--- src/rtl/alu_accum_seq_if.sv ---
// alu_accum_seq_if: request/response bundle between the CPU control FSM
// (master) and the sequential ALU/accumulator (slave).
//   start/opcode/data/acc_wr : request, sampled by the ALU only when idle
//   busy/done                : handshake status
//   alu_out/accum/zero/carry/ovf : result, accumulator and flags
interface alu_accum_seq_if #(
  parameter int WIDTH = 8,
  parameter int OPW   = 4
);
  logic             start;
  logic [OPW-1:0]   opcode;
  logic [WIDTH-1:0] data;
  logic             acc_wr;
  logic             busy;
  logic             done;
  logic [WIDTH-1:0] alu_out;
  logic [WIDTH-1:0] accum;
  logic             zero;
  logic             carry;
  logic             ovf;

  modport master (
    output start, opcode, data, acc_wr,
    input  busy, done, alu_out, accum, zero, carry, ovf
  );
  modport slave (
    input  start, opcode, data, acc_wr,
    output busy, done, alu_out, accum, zero, carry, ovf
  );
endinterface

--- src/rtl/alu_accum_seq.sv ---
// alu_accum_seq: sequential ALU + accumulator with start/busy/done handshake.
//   clk1 : clock, all state on rising edge
//   rst  : synchronous active-low reset
//   bus  : alu_accum_seq_if.slave (request in, result/flags/status out)
// Single-cycle ops complete one edge after start; MUL runs WIDTH shift-add
// iterations and completes WIDTH edges after start. done pulses one cycle.
module alu_accum_seq #(
  parameter int WIDTH = 8,
  parameter int OPW   = 4
) (
  input  logic          clk1,
  input  logic          rst,
  alu_accum_seq_if.slave bus
);
  localparam int MSB = WIDTH - 1;
  localparam int CW  = $clog2(WIDTH);

  localparam logic [OPW-1:0] OP_ADD  = OPW'(2);
  localparam logic [OPW-1:0] OP_ANDD = OPW'(3);
  localparam logic [OPW-1:0] OP_XORR = OPW'(4);
  localparam logic [OPW-1:0] OP_LDA  = OPW'(5);
  localparam logic [OPW-1:0] OP_SUB  = OPW'(8);
  localparam logic [OPW-1:0] OP_MUL  = OPW'(9);
  localparam logic [OPW-1:0] OP_SHL  = OPW'(10);
  localparam logic [OPW-1:0] OP_SHR  = OPW'(11);

  typedef enum logic [1:0] {S_IDLE, S_EXEC, S_MUL} state_t;

  state_t             r_state, w_next;
  logic [OPW-1:0]     r_op;
  logic [WIDTH-1:0]   r_a, r_b, r_acc, r_alu;
  logic               r_wr, r_c, r_v, r_done;
  logic [CW-1:0]      r_cnt;
  logic [2*WIDTH-1:0] r_prod;

  logic               w_last, w_fin;
  logic [WIDTH:0]     w_add, w_sub, w_sum;
  logic [2*WIDTH-1:0] w_prod_nxt;
  logic [WIDTH-1:0]   w_res;
  logic               w_c, w_v;

  assign w_last = (r_cnt == CW'(WIDTH - 1));
  assign w_fin  = (r_state == S_EXEC) || ((r_state == S_MUL) && w_last);

  // Width+1 sums: the top bit is carry-out for ADD and borrow for SUB.
  assign w_add = {1'b0, r_a} + {1'b0, r_b};
  assign w_sub = {1'b0, r_a} - {1'b0, r_b};

  // One shift-add step: low half of r_prod holds the remaining multiplier
  // bits, high half accumulates; add multiplicand when the current bit is 1.
  assign w_sum      = {1'b0, r_prod[2*WIDTH-1:WIDTH]} + (r_prod[0] ? {1'b0, r_a} : '0);
  assign w_prod_nxt = {w_sum, r_prod[WIDTH-1:1]};

  always_ff @(posedge clk1) begin
    if (!rst) r_state <= S_IDLE;
    else      r_state <= w_next;
  end

  always_comb begin
    w_next = r_state;
    case (r_state)
      S_IDLE:  if (bus.start) w_next = (bus.opcode == OP_MUL) ? S_MUL : S_EXEC;
      S_EXEC:  w_next = S_IDLE;
      S_MUL:   if (w_last) w_next = S_IDLE;
      default: w_next = S_IDLE;
    endcase
  end

  // Result/flag selection; unlisted opcodes pass accum and keep flags.
  always_comb begin
    w_res = r_a;
    w_c   = r_c;
    w_v   = r_v;
    case (r_op)
      OP_ADD: begin
        w_res = w_add[MSB:0];
        w_c   = w_add[WIDTH];
        w_v   = (r_a[MSB] == r_b[MSB]) && (w_add[MSB] != r_a[MSB]);
      end
      OP_ANDD: begin w_res = r_a & r_b; w_c = 1'b0; w_v = 1'b0; end
      OP_XORR: begin w_res = r_a ^ r_b; w_c = 1'b0; w_v = 1'b0; end
      OP_LDA:  begin w_res = r_b;       w_c = 1'b0; w_v = 1'b0; end
      OP_SUB: begin
        w_res = w_sub[MSB:0];
        w_c   = w_sub[WIDTH];
        w_v   = (r_a[MSB] != r_b[MSB]) && (w_sub[MSB] != r_a[MSB]);
      end
      OP_MUL: begin
        w_res = w_prod_nxt[MSB:0];
        w_c   = |w_prod_nxt[2*WIDTH-1:WIDTH];
        w_v   = |w_prod_nxt[2*WIDTH-1:WIDTH];
      end
      OP_SHL: begin w_res = {r_a[MSB-1:0], 1'b0}; w_c = r_a[MSB]; w_v = 1'b0; end
      OP_SHR: begin w_res = {1'b0, r_a[MSB:1]};   w_c = r_a[0];   w_v = 1'b0; end
      default: ;
    endcase
  end

  always_ff @(posedge clk1) begin
    if (!rst) begin
      r_op   <= '0;
      r_a    <= '0;
      r_b    <= '0;
      r_wr   <= 1'b0;
      r_cnt  <= '0;
      r_prod <= '0;
      r_acc  <= '0;
      r_alu  <= '0;
      r_c    <= 1'b0;
      r_v    <= 1'b0;
      r_done <= 1'b0;
    end else begin
      r_done <= 1'b0;
      if (r_state == S_IDLE && bus.start) begin
        r_op   <= bus.opcode;
        r_a    <= r_acc;
        r_b    <= bus.data;
        r_wr   <= bus.acc_wr;
        r_cnt  <= '0;
        r_prod <= {{WIDTH{1'b0}}, bus.data};
      end
      if (r_state == S_MUL) begin
        r_prod <= w_prod_nxt;
        r_cnt  <= r_cnt + 1'b1;
      end
      if (w_fin) begin
        r_alu  <= w_res;
        r_c    <= w_c;
        r_v    <= w_v;
        r_done <= 1'b1;
        if (r_wr) r_acc <= w_res;
      end
    end
  end

  assign bus.busy    = (r_state != S_IDLE);
  assign bus.done    = r_done;
  assign bus.alu_out = r_alu;
  assign bus.accum   = r_acc;
  assign bus.zero    = (r_acc == '0);
  assign bus.carry   = r_c;
  assign bus.ovf     = r_v;
endmodule
--- src/flat_wrapper.sv ---
// flat-port wrapper written by rule: the top's interface ports become plain ports
module alu_accum_seq_flat 
#(
  parameter int WIDTH = 8,
  parameter int OPW   = 4
)
  (clk1, rst, bus_start, bus_opcode, bus_data, bus_acc_wr, bus_busy, bus_done, bus_alu_out, bus_accum, bus_zero, bus_carry, bus_ovf);
  alu_accum_seq_if #(.WIDTH(WIDTH), .OPW(OPW)) bus_i ();
  input  logic clk1;
  input  logic rst;
  input wire logic [$bits(bus_i.start)-1:0] bus_start;
  input wire logic [$bits(bus_i.opcode)-1:0] bus_opcode;
  input wire logic [$bits(bus_i.data)-1:0] bus_data;
  input wire logic [$bits(bus_i.acc_wr)-1:0] bus_acc_wr;
  output wire logic [$bits(bus_i.busy)-1:0] bus_busy;
  output wire logic [$bits(bus_i.done)-1:0] bus_done;
  output wire logic [$bits(bus_i.alu_out)-1:0] bus_alu_out;
  output wire logic [$bits(bus_i.accum)-1:0] bus_accum;
  output wire logic [$bits(bus_i.zero)-1:0] bus_zero;
  output wire logic [$bits(bus_i.carry)-1:0] bus_carry;
  output wire logic [$bits(bus_i.ovf)-1:0] bus_ovf;
  assign bus_i.start = bus_start;
  assign bus_i.opcode = bus_opcode;
  assign bus_i.data = bus_data;
  assign bus_i.acc_wr = bus_acc_wr;
  assign bus_busy = bus_i.busy;
  assign bus_done = bus_i.done;
  assign bus_alu_out = bus_i.alu_out;
  assign bus_accum = bus_i.accum;
  assign bus_zero = bus_i.zero;
  assign bus_carry = bus_i.carry;
  assign bus_ovf = bus_i.ovf;
  alu_accum_seq #(.WIDTH(WIDTH), .OPW(OPW)) u_core (.clk1(clk1), .rst(rst), .bus(bus_i));
endmodule
--- config.mk ---
export PLATFORM = sky130hd
export DESIGN_NAME = alu_accum_seq_flat
export DESIGN_NICKNAME = d
export VERILOG_FILES = /design/src/rtl/alu_accum_seq_if.sv /design/src/rtl/alu_accum_seq.sv /design/src/flat_wrapper.sv
export SDC_FILE = /design/constraint.sdc
export NUM_CORES = 1
export LEC_CHECK = 0
export BUFFER_PORTS_ARGS = -buffer_cell sky130_fd_sc_hd__buf_2
export CAP_MARGIN = 20
export CORE_UTILIZATION = 45
export CTS_CLUSTER_SIZE = 12
export DETAILED_ROUTE_END_ITERATION = 6
export PLACE_DENSITY = 0.6
export SETUP_SLACK_MARGIN = 0.02
export SLEW_MARGIN = 40
export SYNTH_ARGS = -nofsm -noshare
export SYNTH_HDL_FRONTEND = slang
export SYNTH_SLANG_ARGS = --single-unit
--- constraint.sdc ---
create_clock -name clk1 -period 2.7 [get_ports clk1]
set_clock_uncertainty 0.2 [all_clocks]
set_input_delay 0.135 -clock clk1 [delete_from_list [all_inputs] [get_ports clk1]]
set_output_delay 0.135 -clock clk1 [all_outputs]
set_load 0.005 [all_outputs]
## Word-level counts from Yosys, hierarchy flattened

Cells that the tools add are included.

| cells by class | value |
|---|---|
| reduce and logical (&&, ||, !) cells | 18 |
| bitwise operators | 2 |
| add/sub/neg operators | 4 |
| equal/unequal tests | 18 |
| mux-type cells | 13 |

Operator list:

| operator | number |
|---|---|
| $pmux W8 S8 | 1 |
| $mux W16 | 2 |
| $eq A4 B4 Y1 const B | 5 |
| $add A8 B8 Y9 | 1 |
| $add A8 B9 Y9 | 1 |
| $sub A8 B8 Y9 | 1 |
| $and A8 B8 Y8 | 1 |
| $eq A4 B2 Y1 const B | 2 |
| $eq A4 B3 Y1 const B | 2 |
| $logic_not A8 Y1 | 1 |
| $mux W8 | 1 |
| $reduce_and A2 Y1 | 4 |
| $reduce_or A8 Y1 | 1 |
| $xor A8 B8 Y8 | 1 |
| $mux W2 | 3 |
| $mux W3 | 2 |
| $pmux W1 S6 | 1 |
| $reduce_bool A6 Y1 | 1 |
| $reduce_or A5 Y1 | 1 |
| $logic_and A1 B1 Y1 | 4 |
| $pmux W1 S4 | 1 |
| $pmux W2 S2 | 1 |
| $reduce_bool A2 Y1 | 2 |
| $reduce_bool A4 Y1 | 1 |
| other kinds (12) | 14 |

| storage, ports and cells | value |
|---|---|
| input bits | 16 |
| bits in registers | 61 |

## Logic depth before layout (Yosys ltp)

Gate-level depths: netlist (run 1).

| logic depth | value |
|---|---|
| word-level depth | 4 |
| mapped depth | 9 |
| mapped depth without buffers | 9 |

## Least setup slack after synthesis (run 1)

Ideal clock, no wire load.

| timing | value |
|---|---|
| path type | reg2reg |
| start | register u_core.r_a[0] |
| end | register u_core.r_alu[6] (netlist: u_core.bus.alu_out[6]) |
| cell stages (with the launch flop) | 10 |
| path slack | 0.245 ns |
| data arrival time | 2.123 ns |
| library setup time | 0.131 ns |
| clock period less this slack | 2.455 ns |
| cell sequence | dfxtp_1 ha_1 inv_1 fa_1 o21bai_1 a21oi_1 o31a_1 a221o_1 a21oi_1 a21oi_1 |

| on the way | value |
|---|---|
| longest elaborated chain between the ends | 2 |
| elaborated cells between the ends (all ways) | 3 |

RTL lines:

| item | line | source |
|---|---|---|
| start: declaration | alu_accum_seq.sv:31 | `logic [WIDTH-1:0] r_a, r_b, r_acc, r_alu;` |
| start signal: assignment | alu_accum_seq.sv:116 | `r_a <= r_acc;` |
| $sub A8 B8 Y9 / $add A8 B8 Y9 (equally long branches) | alu_accum_seq.sv:47, alu_accum_seq.sv:46 |  |
| $pmux W8 S8 (*) | alu_accum_seq.sv:74 | `case (r_op)` |
| end signal: assignment | alu_accum_seq.sv:127 | `r_alu <= w_res;` |
| end: declaration | alu_accum_seq.sv:31 |  |

Every way passes the cells marked *; elsewhere a longest branch is shown, timed or not.
A chain may end at the register's enable or synchronous reset.

## Final worst setup path (run 1)

| timing | value |
|---|---|
| start | register u_core.r_b[0] |
| end | register u_core.r_alu[6] (netlist: u_core.bus.alu_out[6]) |

| on the way | value |
|---|---|
| longest elaborated chain between the ends | 2 |
| elaborated cells between the ends (all ways) | 3 |

RTL lines:

| item | line | source |
|---|---|---|
| start: declaration | alu_accum_seq.sv:31 |  |
| start signal: assignment | alu_accum_seq.sv:117 | `r_b <= bus.data;` |
| $sub A8 B8 Y9 / $add A8 B8 Y9 (equally long branches) | alu_accum_seq.sv:47, alu_accum_seq.sv:46 |  |
| $pmux W8 S8 (*) | alu_accum_seq.sv:74 |  |

Marked as above.

==> results of run 1 <==
power groups by stage:
stage	clock network, mW	registers, mW	logic [mW]
after global placement	0	0.993	0.385
after floorplan	0	0.979	0.253
after detailed placement	0	0.992	0.386
final	0.866	0.974	0.420
after global routing	0.912	0.978	0.458
after CTS	0.870	0.972	0.404
cell usage in the layout, fill, tap and decap left out, types with 11 or more instances in the layout:
master	instances
inv_1	25
nand2_1	93
o21ai_0	31
nor2_1	32
buf_2	36
a21oi_1	52
buf_4	34
dfxtp_1	59
and2_1	12
a31oi_1	15
a211oi_1	11
dlygate4sd3_1	14
ha_1	23
area by class of cell:
cell class                 count  area (um^2)  area share [%]
clock buffer                   9          124            2.53
timing repair buffer          84          576            11.8
sequential                    61         1220            25.0
multi-input combinational    409         2660            54.4
inverter                      26         97.6            2.00
tap                          108          135            2.76
clock inverter                 7         73.8            1.51
repair_timing:
item                                   4_1_cts  5_1_grt
resized for setup                            0       17
hold buffers                                14        0
endpoints found under the hold margin       34        0
setup endpoints to repair                    0        8
buffers inserted                             0        1
layer usage:
layer  track usage, %  share of wire (%)
met5                0                  0
met4             13.5                4.2
met3             6.14                6.7
met2             44.0                 45
met1             37.4                 44
registers in the layout, summed over array words and instances, names as in the netlist:
register,count
u_core.bus.accum,8
u_core.bus.alu_out,8
u_core.bus.carry,1
u_core.bus.done,1
u_core.bus.ovf,1
u_core.r_a,8
u_core.r_b,8
u_core.r_cnt,3
u_core.r_op,4
u_core.r_prod,16
u_core.r_state,2
u_core.r_wr,1
Yosys cell counts (5+ instances only):
cell	n
nand2_1	93
dfxtp_1	61
a21oi_1	53
nor2_1	32
o21ai_0	31
ha_1	26
inv_1	25
clkbuf_1	16
a31oi_1	15
a211oi_1	13
and2_1	12
mux2i_1	10
nand3_1	10
nor2b_1	10
buf_2	9
a21o_1	6
or3_1	6
xnor2_1	6
a22oi_1	5
buf_4	5
nor3_1	5
metrics by stage:
stage               instance area (um^2)  total power, mW  setup WS, ns
floorplan                           4070             1.23         0.245
global placement                    4470             1.38        0.0739
detailed placement                  4470             1.38        0.0835
CTS                                 4810             2.25        0.0348
global route                        4890             2.35        0.0196
finish                              4890             2.26         0.124
worst paths after layout:
check                     start                     to  slack [ns]  depth (start not counted)
setup / recovery  u_core.r_b[0]  u_core.bus.alu_out[6]        0.12                          9
hold / removal        bus_start       u_core.r_prod[0]        0.18                          5
setup reg to reg  u_core.r_b[0]  u_core.bus.alu_out[6]        0.12                          9
hold reg to reg     u_core.r_wr            u_core.r_wr        0.25                          2
worst register-to-register path, cell delays in order, from the launching register on:
cell and delay [ns]:
dfxtp_1 0.37, ha_2 0.20, inv_1 0.06, fa_2 0.40
o21bai_1 0.16, a21oi_1 0.13, o31a_1 0.29, a221o_1 0.35
a21oi_2 0.16, a21oi_1 0.08
cells by family (layout without fill, tap and decap cells):
logic type / count (synthesis) / count (layout)
muxes: 12 / 12
xor gates and xnor gates: 10 / 10
and+or+nand+nor: 191 / 191
DFF: 61 / 61
AOI/OAI and AO/OA: 167 / 167
buffers and inverters: 59 / 126
adders and majority gates: 29 / 29
==> impl_metrics.yaml, run 1 <==
layout:
  syn2layout_area_growth_pct: 20.3
  final_nets: 636
  drive_above_1_share_pct: 18.8
  instances_no_fill: 704
  fillCellCount: 843
  finish.utilization_pct: 56.1
  n_antenna_cell: 0
cts:
  clock-sinks: 61
  insertion_delay_ns: 0.35
  cts_tree: "built"
  clk_path_buf_depth: 2
  cts-htree-levels: 3
  cts.clk_slew.worst_paths_ns: 0.08
  root_buffer: "clkbuf_8"
  cts_buffers: 9
critical_path:
  crit_required_ns: 2.70
  path_common_cell: "a21oi_1"
  worstPathArrival_ns: 2.58
  critPathMaxFanout: 3
  crit_type: "reg2reg"
  cpMaxStageDelayCell: "fa_2"
  path_buf_inv: 1
  path_delay_family: "compound AO/OA/AOI/OAI gates"
  critPathMaxStageDelay_ns: 0.40
  start_kind: "flip-flop"
  crit_chain: "ha_2, inv_1, fa_2, o21bai_1, a21oi_1, o31a_1, a221o_1, a21oi_2, a21oi_1"
  cp-end-kind: "flip-flop"
power:
  power_density_mw_per_mm2: 462
  ir_drop_v: 0.000357
  power_frac_seq_pct: 43.1
  combPwrFrac_pct: 18.6
  swShare_pct: 32.0
  netSwitchingPower_uw: 724
  p_int_mw: 1.54
  clkPwrFrac_pct: 38.3
  leakage_nw: 2.06
synth:
  netlist_area_mm2: 0.00407
  synth-xor-area-share_pct: 2.34
  synth_top_family_by_area: "compound AO/OA/AOI/OAI gates"
  yosysUniqueCellTypes: 65
  synth_compound_area_share_pct: 27.0
  yosysWarnings: 0
  muxShareOfSynthArea_pct: 3.29
  synth_cells: 529
  synth_ff_type: "dfxtp_1"
  synthTopCellsByArea: "dfxtp_1 30%, nand2_1 8.6%, ha_1 8.0%"
  synth_fa_ha_area_share_pct: 9.48
  synth_top_area_share_pct: 30.0
  ys_seq_area_share_pct: 30.0
  synth_edf_count: 0
  yosys_register_bits: 61
  avgSynthCellArea_um2: 7.68
  synthSimpleGateAreaFrac_pct: 21.7
  syn_nets: 574
  async_flop_share_pct: 0
  synth_largest_area_cell: "dfxtp_1"
die:
  core_area_mm2: 0.00872
  io_pins: 37
  rows: 34
  die-area_mm2: 0.00942
  start_util_pct: 46.6
  die_h_um: 97.0
  die_x_um: 97.0
route:
  antenna_left: 0
  drc: 0
  first_pass_iters: 6
  vias: 4218
  routed_wirelength_um: 13000
  routedWlPerCell_um: 18.5
  drt-initial-drc-count: 357
  viasPerCell: 5.99
sta:
  maxSlewHeadroom_pct: 50.2
  rsz0062_at_grt: "no"
  period_needed_ns: 2.58
  hold-worst-slack_ns: 0.180
  fmax_mhz: 388
  worst_pin_slew_ns: 0.741
  finalSetupViolCount: 0
  period_share_pct: 95.4
  drv_slew: 0
  hold_violations: 0
  setup-tns-final_ns: 0
global_route:
  grt_overflow: 0
  grt_use_total_pct: 28.4
  grt_max_degree: 50
  grt_pass1_vias: 4005
  antenna_found_initial: 0
  grt_pass1_wl_um: 20900
placement:
  hpwl_um: 9670
  port_buffers: 36
  gp_routability_congestion: 0.967
  placed_cells: 673
status:
  status: "completed"
flow_run:
  cap_violations: 0
worst_hold_path:
  hold_path_class: "in2reg"
Note: power is estimated with default switching activity, not from simulation.
==> inputs of run 2 (changes only) <==
Settings changed: ABC_AREA set to 1, CORE_MARGIN set to 3, CORE_UTILIZATION 45 to 55, PLACE_DENSITY 0.6 to 0.72.
==> impl_metrics.yaml, run 2 <==
status:
  status: "completed"
die:
  core_area_mm2: 0.00657
  start_util_pct: 58.8
  die_x_um: 89.8
  die-area_mm2: 0.00806
  die_h_um: 89.8
  io_pins: 37
  rows: 29
sta:
  worst_pin_slew_ns: 0.818
  hold-worst-slack_ns: 0.0397
  fmax_mhz: 405
  finalWorstSetupSlack_ns: 0.232
  hold_violations: 0
  finalSetupViolCount: 0
  maxSlewHeadroom_pct: 45.4
  drv_slew: 0
  period_needed_ns: 2.47
  setup-tns-final_ns: 0
  period_share_pct: 91.4
  rsz0062_at_grt: "yes"
power:
  leakage_nw: 2.18
  p_int_mw: 1.66
  netSwitchingPower_uw: 750
  power_density_mw_per_mm2: 536
  ir_drop_v: 0.000420
  swShare_pct: 31.2
  power_frac_seq_pct: 41.2
  clkPwrFrac_pct: 39.6
  combPwrFrac_pct: 19.2
layout:
  instances_no_fill: 735
  largest_reg_flops: 16
  layout_common_cells: "157 x nand2_1, 73 x inv_1, 60 x dfxtp_1"
  finish.utilization_pct: 68.3
  layout_commonest_cell: "nand2_1"
  final_nets: 682
  regArea_mm2: 0.00122
  syn2layout_area_growth_pct: 16.2
  n_antenna_cell: 0
  largest_register: "u_core.r_prod"
  drive_above_1_share_pct: 12.1
  fillCellCount: 579
  multi_input_area_mm2: 0.00226
global_route:
  grt_max_degree: 35
  grt_pass1_vias: 3824
  antenna_found_initial: 0
  grt_use_total_pct: 28.1
  grt_overflow: 0
  grt_pass1_wl_um: 18500
synth:
  async_flop_share_pct: 0
  ys_seq_area_share_pct: 31.6
  synth_ff_type: "dfxtp_1"
  yosysUniqueCellTypes: 33
  synth_top_area_share_pct: 31.6
  yosysWarnings: 0
  yosys_register_bits: 61
  netlist_area_mm2: 0.00386
  synthTopCellsByArea: "dfxtp_1 32%, nand2_1 15%, ha_1 8.4%"
  syn_nets: 636
  synth_cells: 591
  synth_common_cells: "157 x nand2_1, 74 x inv_1, 61 x dfxtp_1"
  yosysMostFrequentCell: "nand2_1"
  synth_edf_count: 0
  avgSynthCellArea_um2: 6.53
  synth_largest_area_cell: "dfxtp_1"
worst_hold_path:
  min_path_cells: 3
  hold_path_class: "in2reg"
flow_run:
  cap_violations: 0
cts:
  cts_setup_buffers: 0
  root_buffer: "clkbuf_8"
  insertion_delay_ns: 0.35
  clock-sinks: 61
  cts.clk_slew.worst_paths_ns: 0.07
  cts-htree-levels: 3
  cts_tree: "built"
  cts_buffers: 9
  clk_path_buf_depth: 2
critical_path:
  crit_chain: "inv_1, ha_1, fa_1, inv_1, nand4_1, o211ai_1, a21oi_1, o21ai_0, nand3_1, nor2_1, a21oi_1"
  start_kind: "flip-flop"
  crit_type: "reg2reg"
  critPathMaxFanout: 5
  critPathMaxStageDelay_ns: 0.48
  reg2reg_depth: 11
  path_delay_family: "adder cells"
  cp-end-kind: "flip-flop"
  cpMaxStageDelayCell: "fa_1"
  cp.depth: 11
  worstPathArrival_ns: 2.49
  path_buf_inv: 2
  crit_required_ns: 2.73
route:
  drt-initial-drc-count: 434
  viasPerCell: 5.60
  drc: 0
  routedWlPerCell_um: 15.2
  vias: 4113
  antenna_left: 0
  routed_wirelength_um: 11200
  first_pass_iters: 5
placement:
  placed_cells: 706
  port_buffers: 36
  pre_cts_ws_ns: 0.211
  gp_routability_congestion: 0.966
  hpwl_um: 8230
run 2: cell count changes in the layout (fill, tap and decap cells not counted), moves of 8 or more:
cell,previous run,this run
nand2_1,93,157
inv_1,25,73
buf_4,34,7
o21ai_0,31,50
nand3_1,10,26
nor2_1,32,45
and2_1,12,0
o22ai_1,2,13
mux2i_1,10,0
nor2b_1,9,0
a211oi_1,11,3
nand4_1,0,8
run 2: power groups by stage:
| stage | Combinational [mW] | Clock, mW | Sequential, mW |
|---|---|---|---|
| 5_1_grt | 0.518 | 1.00 | 0.997 |
| 2_1_floorplan | 0.306 | 0 | 0.998 |
| 3_3_place_gp | 0.430 | 0 | 1.01 |
| 6_report | 0.461 | 0.953 | 0.992 |
| 3_5_place_dp | 0.434 | 0 | 1.01 |
| 4_1_cts | 0.451 | 0.961 | 0.991 |
run 2: per-layer routing:
metal  GRT usage [%]  part of all wire [%]
met3            4.76                   6.1
met2            45.0                    46
met5               0                     0
met4            10.1                   2.1
met1            38.3                    45
run 2: what timing repair did:
action / in CTS / in global routing
hold buffers: 13 / 0
endpoints found under the hold margin: 23 / 0
endpoints found under the setup margin: 0 / 4
resized for setup: 0 / 2
run 2: worst paths after layout:
| check | start | to | slack, ns |
|---|---|---|---|
| max reg2reg | u_core.r_a[0] | u_core.bus.alu_out[6] | 0.23 |
| min reg2reg | u_core.r_cnt[0] | u_core.r_cnt[0] | 0.27 |
| max | u_core.r_a[0] | u_core.bus.alu_out[6] | 0.23 |
| min | rst | u_core.r_op[0] | 0.04 |
run 2: through the flow:
stage                     total power [mW]  area, um^2
after detailed placement              1.45        4120
after global routing                  2.52        4490
final                                 2.41        4490
after floorplan                       1.30        3860
after CTS                             2.40        4480
after global placement                1.44        4120
run 2: final cells by class:
class / count / share of cell area, %
inverter: 79 / 6.61
timing repair buffer: 56 / 8.09
clock inverter: 6 / 2.09
multi-input combinational: 430 / 50.3
tap: 93 / 2.59
clock buffer: 10 / 3.07
sequential: 61 / 27.2
run 2: cells by family after synthesis:
logic type                 Yosys count  synth area share, %
AOI/OAI and AO/OA                  144                 20.6
DFF                                 61                 31.6
buffers and inverters              100                 9.98
and+or+nand+nor                    257                 27.8
adders and majority gates           29                 9.98
run 2: worst register-to-register path, delay by kind of cell (launching register included):
| family | cells | cell delay [ns] |
|---|---|---|
| and+or+nand+nor | 3 | 0.43 |
| buffers and inverters | 2 | 0.22 |
| DFF | 1 | 0.36 |
| adders and majority gates | 2 | 0.72 |
| AOI/OAI and AO/OA | 4 | 0.43 |
==> inputs of run 3 (changes only) <==
Settings changed: ABC_AREA 1 to not set.
==> impl_metrics.yaml, run 3 (synthesis results as in run 1) <==
worst_hold_path:
  hold_path_class: "in2reg"
sta:
  rsz0062_at_grt: "yes"
  maxSlewHeadroom_pct: 50.3
  finalSetupViolCount: 0
  fmax_mhz: 389
  finalWorstSetupSlack_ns: 0.131
  worst_pin_slew_ns: 0.745
  period_needed_ns: 2.57
  hold_violations: 0
  drv_slew: 0
  period_share_pct: 95.1
  setup-tns-final_ns: 0
critical_path:
  critPathMaxFanout: 4
  crit_type: "reg2reg"
  cp-end-kind: "flip-flop"
  crit_required_ns: 2.71
  start_kind: "flip-flop"
  worstPathArrival_ns: 2.58
route:
  highest_layer: "met4"
  drt-initial-drc-count: 476
  vias: 4228
  routed_wirelength_um: 12300
  dr_wl_met2_um: 5810
  antenna_left: 0
  wl_met1_um: 5140
  routedWlPerCell_um: 17.8
  drc: 0
  viasPerCell: 6.13
  first_pass_iters: 6
  wl_met3_um: 1070
layout:
  largest_reg_flops: 16
  n_antenna_cell: 0
  syn2layout_area_growth_pct: 19.9
  layout_common_cells: "93 x nand2_1, 57 x dfxtp_1, 51 x a21oi_1"
  regArea_mm2: 0.00123
  instances_no_fill: 690
  drive_above_1_share_pct: 17.5
  multi_input_area_mm2: 0.00262
  layout_commonest_cell: "nand2_1"
  largest_register: "u_core.r_prod"
  fillCellCount: 594
  final_nets: 635
die:
  die_h_um: 92.0
  io_pins: 37
  die-area_mm2: 0.00846
  rows: 30
  core_area_mm2: 0.00698
  die_x_um: 92.0
  start_util_pct: 58.2
cts:
  clk_path_buf_depth: 2
  cts-htree-levels: 3
  cts_setup_buffers: 0
  root_buffer: "clkbuf_8"
  cts_tree: "built"
  clock-sinks: 61
  cts.clk_slew.worst_paths_ns: 0.08
  cts_buffers: 9
  insertion_delay_ns: 0.34
placement:
  hpwl_um: 8900
  placed_cells: 661
  pre_cts_ws_ns: 0.0409
  gp_routability_congestion: 1.01
  port_buffers: 36
power:
  power_density_mw_per_mm2: 480
  ir_drop_v: 0.000465
  leakage_nw: 2.08
flow_run:
  cap_violations: 0
global_route:
  grt_use_total_pct: 29.6
  grt_pass1_wl_um: 20000
  grt_overflow: 0
  grt_max_degree: 30
  grt_pass1_vias: 4076
  antenna_found_initial: 0
status:
  status: "completed"
run 3: metal layers:
layer  vias to the layer above  GRT usage (%)
met4                         0           8.91
met5                         -              0
li1                       2016              -
met3                        24           5.09
met2                       202           49.0
met1                      1986           39.5
run 3: where the power goes:
group	internal, mW	switching, mW
Sequential	0.935	0.0366
Clock	0.591	0.363
Combinational	0.172	0.245
run 3: through the flow:
step	utilization, %	instance area [um^2]	hold slack (ns)	total power [mW]
2_1_floorplan	-	4070	0.0710	1.23
3_3_place_gp	64.1	4470	0.178	1.37
3_5_place_dp	64.1	4470	0.201	1.37
4_1_cts	69.4	4840	0.0621	2.34
5_1_grt	69.8	4870	0.126	2.43
6_report	69.8	4870	0.0622	2.34
run 3: worst paths after layout:
kind              slack, ns                  end  depth (start not counted)          start
hold reg to reg        0.25          u_core.r_wr                          2    u_core.r_wr
setup reg to reg       0.13  u_core.bus.accum[6]                          9  u_core.r_a[0]
hold / removal         0.06          u_core.r_wr                          4      bus_start
setup / recovery       0.13  u_core.bus.accum[6]                          9  u_core.r_a[0]
run 3: what timing repair did:
action	4_1_cts	5_1_grt
resized for setup	0	11
hold buffers	14	0
hold endpoints to repair	33	0
setup endpoints to repair	0	7
run 3: area by class of cell:
cell class / instances / area share [%]
multi-input cells: 409 / 53.7
flip-flops and latches: 61 / 25.2
repair buffers: 83 / 11.9
clock buffers: 12 / 3.39
well taps: 96 / 2.46
inverters: 26 / 2.00
clock inverters: 3 / 1.39
run 3: critical path, cell delays in order, from the launching register on:
cell and delay [ns]:
dfxtp_2 0.35, ha_1 0.16, inv_1 0.06, fa_1 0.47, o21bai_1 0.16, a21oi_1 0.12
o31a_1 0.28, a221o_1 0.35, a21oi_2 0.19, a21oi_1 0.10
